==> config.mk <==
export PLATFORM = sky130hd
export DESIGN_NAME = dff_pipe
export DESIGN_NICKNAME = d
export VERILOG_FILES = /design/src/rtl/dff_pkg.sv /design/src/rtl/dff_pipe_stage.sv /design/src/rtl/dff_pipe.sv
export SDC_FILE = /design/constraint.sdc
export NUM_CORES = 1
export LEC_CHECK = 0
export ABC_AREA = 1
export BUFFER_PORTS_ARGS = -buffer_cell sky130_fd_sc_hd__clkbuf_2
export CAP_MARGIN = 25
export CORE_UTILIZATION = 54
export DETAILED_ROUTE_END_ITERATION = 7
export GPL_TIMING_DRIVEN = 0
export PLACE_DENSITY = 0.78
export SYNTH_ARGS = -nofsm -noshare
export SYNTH_HDL_FRONTEND = slang
export SYNTH_HIERARCHICAL = 1
export SYNTH_SLANG_ARGS = --single-unit
==> constraint.sdc <==
create_clock -name i_clk -period 2.1 [get_ports i_clk]
set_clock_uncertainty 0.1 [all_clocks]
set_input_delay 0.21 -clock i_clk [delete_from_list [all_inputs] [get_ports i_clk]]
set_output_delay 0.21 -clock i_clk [all_outputs]
set_load 0.1 [all_outputs]
==> src/rtl/dff_pkg.sv <==
// Shared definitions for the elastic register pipeline: the occupancy-count
// width helper and the default data reset value.
package dff_pkg;

    localparam int unsigned DFF_RST_VAL_DEF = 0;

    // Width needed to hold an occupancy of 0..depth inclusive.
    function automatic int dff_cnt_w(input int depth);
        return (depth < 1) ? 1 : $clog2(depth + 1);
    endfunction

endpackage

==> src/rtl/dff_pipe_stage.sv <==
// One elastic slot of the pipeline: a valid bit plus a data register. The slot
// accepts whenever it is empty or the slot below is taking its contents.
module dff_pipe_stage
    import dff_pkg::*;
#(
    parameter int               WIDTH   = 8,
    parameter logic [WIDTH-1:0] RST_VAL = WIDTH'(DFF_RST_VAL_DEF)
) (
    input  logic             i_clk,
    input  logic             i_rstn,
    input  logic             i_clr,
    input  logic             i_vld_up,
    input  logic [WIDTH-1:0] i_data_up,
    input  logic             i_rdy_dn,
    output logic             o_rdy_up,
    output logic             o_vld,
    output logic [WIDTH-1:0] o_data
);

    logic             vld_q;
    logic [WIDTH-1:0] data_q;

    assign o_rdy_up = !vld_q || i_rdy_dn;
    assign o_vld    = vld_q;
    assign o_data   = data_q;

    always_ff @(posedge i_clk or negedge i_rstn) begin
        if (!i_rstn) begin
            vld_q  <= 1'b0;
            data_q <= RST_VAL;
        end else if (i_clr) begin
            vld_q  <= 1'b0;
            data_q <= RST_VAL;
        end else if (o_rdy_up) begin
            vld_q <= i_vld_up;
            // Bubbles clear the valid bit but leave the data register idle.
            if (i_vld_up) begin
                data_q <= i_data_up;
            end
        end
    end

endmodule

==> src/rtl/dff_pipe.sv <==
// Elastic WIDTH x DEPTH register pipeline with valid/ready handshake, bubble
// collapsing, synchronous flush and a registered occupancy count.
module dff_pipe
    import dff_pkg::*;
#(
    parameter int               WIDTH   = 8,
    parameter int               DEPTH   = 3,
    parameter logic [WIDTH-1:0] RST_VAL = WIDTH'(DFF_RST_VAL_DEF)
) (
    input  logic                          i_clk,
    input  logic                          i_rstn,
    input  logic                          i_clr,
    input  logic                          i_valid,
    input  logic [WIDTH-1:0]              i_data,
    output logic                          o_ready,
    output logic                          o_valid,
    output logic [WIDTH-1:0]              o_data,
    input  logic                          i_ready,
    output logic [dff_cnt_w(DEPTH)-1:0]   o_count
);

    localparam int CW = dff_cnt_w(DEPTH);

    logic             vld  [DEPTH];
    logic [WIDTH-1:0] data [DEPTH];
    logic             rdy  [DEPTH+1];

    assign rdy[DEPTH] = i_ready;

    for (genvar k = 0; k < DEPTH; k++) begin : g_stage
        logic             up_vld;
        logic [WIDTH-1:0] up_data;

        if (k == 0) begin : g_head
            assign up_vld  = i_valid;
            assign up_data = i_data;
        end else begin : g_body
            assign up_vld  = vld[k-1];
            assign up_data = data[k-1];
        end

        dff_pipe_stage #(
            .WIDTH   (WIDTH),
            .RST_VAL (RST_VAL)
        ) u_stage (
            .i_clk     (i_clk),
            .i_rstn    (i_rstn),
            .i_clr     (i_clr),
            .i_vld_up  (up_vld),
            .i_data_up (up_data),
            .i_rdy_dn  (rdy[k+1]),
            .o_rdy_up  (rdy[k]),
            .o_vld     (vld[k]),
            .o_data    (data[k])
        );
    end

    assign o_ready = rdy[0];
    assign o_valid = vld[DEPTH-1];
    assign o_data  = data[DEPTH-1];

    logic          in_xfer;
    logic          out_xfer;
    logic [CW-1:0] count_q;

    assign in_xfer  = i_valid && o_ready;
    assign out_xfer = o_valid && i_ready;
    assign o_count  = count_q;

    // Transfers are gated by the handshake, so the count stays within 0..DEPTH.
    always_ff @(posedge i_clk or negedge i_rstn) begin
        if (!i_rstn) begin
            count_q <= '0;
        end else if (i_clr) begin
            count_q <= '0;
        end else begin
            count_q <= count_q + CW'(in_xfer) - CW'(out_xfer);
        end
    end

endmodule

==> out/qor.csv <==
stage;metric;value;unit
outcome;outcome;finished, final reports clean;
clock_tree;clk_latency;340;ps
yosys;ys_seq_area_share;53.6;%
clock_tree;cts_tree;built;
min_path;min_path_cells;3;
sta;setup_viol;0;
sta;tightest_slew;693;ps
sta;fin_crit_sh;93.4;%
min_path;hp-class;in2reg;
yosys;postSynthRegisterBits;29;
sta;clock.fmax;510;MHz
cells_and_area;final_cell_mix;nand2_1, dfrtp_1, nand3_1;
yosys;syn_nets;158;
worst_setup_path;rr_endpoint;o_count[0];
power_and_ir_drop;fin_total_pwr;1.08;mW
sta;period_needed;1960;ps
worst_setup_path;cp-startpoint;g_stage[2].u_stage/o_vld;
global_route;grt-ovfl-total;0;
run;drv_cap;0;
worst_setup_path;crit_type;reg2out;
yosys;synth_warnings;6;
clock_tree;clock-root-buffer;clkbuf_4;
clock_tree;cts_sinks;29;
cells_and_area;fin_area;1660;um^2
floorplan;fp.coreArea;2300;um^2
worst_setup_path;cp_num_buf_inv;5;
clock_tree;clk_path_buf_depth;2;
detailed_routing;drcViolationCount;0;
worst_setup_path;critPathCaptureType;primary output;
floorplan;initial_core_util;58.9;%
worst_setup_path;worst_r2r_path_depth;13;
sta;drv_slew;0;
power_and_ir_drop;combinationalPowerShare;14.7;%
detailed_routing;vias;1105;
yosys;postSynthCellCount;143;
min_path;hold_end;g_stage[0].u_stage/o_data[1];
clock_tree;cts-htree-levels;2;
yosys;synth_area_per_cell;9.47;um^2
worst_setup_path;path_common_cell;nand2_4;
power_and_ir_drop;total_leakage_power;0.929;nW
global_route;antenna_found_initial;0;
cells_and_area;antenna_cells;0;
sta;finalSetupTns;0;ps
cells_and_area;final_common_cell;nand2_1;
worst_setup_path;worstPathCellList;nand2_4 -> inv_2 -> nand2_2 -> buf_6 -> inv_4 -> nand2_4 -> buf_12 -> clkbuf_8;
placed_design;gp_congestion;0.667;
yosys;synth-xor-area-share;0;%
global_route;grt_first_pass_wirelength;4610;um
clock_tree;clk_pin_slew;100;ps
placed_design;dp_hpwl;1830;um
power_and_ir_drop;p_int;0.753;mW
worst_setup_path;reg2reg_setup_slack;140;ps
yosys;muxShareOfSynthArea;0;%
detailed_routing;wl_per_cell;12.2;um
power_and_ir_drop;p_per_area;652;nW/um^2
cells_and_area;nets;192;
floorplan;dieArea;2710;um^2
power_and_ir_drop;clkPwrFrac;30.5;%
worst_setup_path;rr_startpoint;g_stage[2].u_stage/o_vld;
clock_tree;cts_buffers;5;
yosys;ys_types;12;
floorplan;io_pins;25;
worst_setup_path;crit_path_start_kind;flip-flop;
worst_setup_path;slowest_stage;dfrtp_4;
detailed_routing;viasPerCell;5.36;
global_route;grt_pass1_vias;1064;
worst_setup_path;critPathMaxFanout;11;
cells_and_area;layout-drive-gt1-share;34.3;%
power_and_ir_drop;p_sw;0.326;mW
worst_setup_path;arrival;1650;ps
detailed_routing;first_iter_violations;16;
power_and_ir_drop;vdd_drop_max;0.000543;V
global_route;grt_usage;24.4;%
floorplan;die_y;52.1;um
yosys;syn_area;1350;um^2
min_path;hold_start;i_data[1];
yosys;synth_top_family_by_area;simple AND/OR/NAND/NOR gates;
placed_design;numPortBuffers;24;
power_and_ir_drop;switching_share;30.2;%
sta;hold_viol_final;0;
detailed_routing;drt_wl_total;2510;um
sta;max_slew_margin;53.8;%
yosys;synth-adder-area-share;1.85;%
detailed_routing;detail-route-antenna-nets;0;
worst_setup_path;path_delay_family;buffers and inverters;
yosys;synth_simple_gate_area_share;32.6;%
floorplan;fp.dieW;52.1;um
sta;rsz0062_at_grt;false;
global_route;grt_max_degree;30;
detailed_routing;dr.pass1.iters;4;
worst_setup_path;cpPeakStageDelay;510;ps
placed_design;placed_cell_area;1570;um^2
floorplan;std_cell_rows;17;
worst_setup_path;cp.required;1790;ps
cells_and_area;syn_to_final_growth;22.4;%
power_and_ir_drop;power_frac_seq;54.8;%
yosys;synth-compound-area-share;1.11;%
flip-flops by register name, summed over array words and instances, names as in the netlist:
| register | count |
|---|---|
| g_stage.u_stage/o_vld | 3 |
| o_count | 2 |
| g_stage.u_stage/o_data | 24 |
logic make-up after synthesis:
| kind of cell | count (synthesis) |
|---|---|
| flip-flops | 29 |
| buffers and inverters | 21 |
| AND/OR/NAND/NOR | 88 |
| AO/OA/AOI/OAI | 3 |
| adder cells (fa/ha/maj) | 2 |
worst max-delay path by stage:
stage	cells after the start	slack (ps)	end
6_report	8	140	o_ready
5_1_grt	15	8	o_count[1]
4_1_cts	9	20	o_ready
3_5_place_dp	16	40	o_count[1]
3_3_place_gp	16	80	o_count[1]
2_1_floorplan	16	-130	o_count[1]
layout make-up:
| class | count | area [um^2] |
|---|---|---|
| buffer | 8 | 98.8 |
| clock buffer | 5 | 37.5 |
| clock inverter | 3 | 17.5 |
| fill | 185 | 641 |
| inverter | 12 | 47.5 |
| multi-input combinational | 93 | 524 |
| sequential | 29 | 729 |
| tap | 28 | 35.0 |
| timing repair buffer | 28 | 166 |
through the flow:
| step | util (%) | hold slack [ps] | cells | worst slack, ps |
|---|---|---|---|---|
| final | 72.1 | 6.22 | 206 | 138 |
| after global routing | 72.1 | 4.80 | 206 | 8.12 |
| after CTS | 71.8 | 4.33 | 205 | 22.4 |
| after detailed placement | 68.2 | 190 | 195 | 44.1 |
| after floorplan | - | -186 | 143 | -127 |
| after global placement | 68.2 | 177 | 195 | 77.7 |
power groups by stage:
| stage | Clock, mW | Combinational [mW] | Sequential [mW] |
|---|---|---|---|
| 2_1_floorplan | 0 | 0.0727 | 0.641 |
| 5_1_grt | 0.364 | 0.176 | 0.594 |
| 6_report | 0.329 | 0.159 | 0.592 |
| 3_5_place_dp | 0 | 0.156 | 0.603 |
| 4_1_cts | 0.335 | 0.160 | 0.592 |
| 3_3_place_gp | 0 | 0.152 | 0.602 |
cell usage after synthesis (all sizes together):
| master | n | area share, % |
|---|---|---|
| dfrtp | 29 | 54 |
| buf | 9 | 7.5 |
| nand4 | 24 | 11 |
| nand2 | 37 | 12 |
| inv | 12 | 3.3 |
| nor2 | 2 | 0.74 |
| ha | 2 | 1.8 |
| nand3 | 25 | 9.2 |
| a21oi | 3 | 1.1 |
metal layers:
layer  vias to the layer above  share of wire, %  routed length, um  track usage (%)
li1                        563                 -                  -                -
met1                       504                42               1070             27.1
met2                        32                50               1260             40.8
met3                         6               5.3                133             10.5
met4                         0               1.8                 46             9.46
met5                         -                 0                  0                0
timing repair:
item / 4_1_cts / 5_1_grt
resized for setup: 2 / 0
gates cloned: 0 / 0
endpoints found under the hold margin: 30 / 1
setup endpoints to repair: 1 / 3
pin swaps: 0 / 0
hold buffers: 2 / 1
setup buffers: 0 / 1
worst register-to-register path, delay by kind of cell (launching register included):
kind	cells	cell delay (ps)
DFF	1	510
adders and majority gates	2	510
and+or+nand+nor	5	410
buffers and inverters	6	380
(Power assumes the default switching activity.)
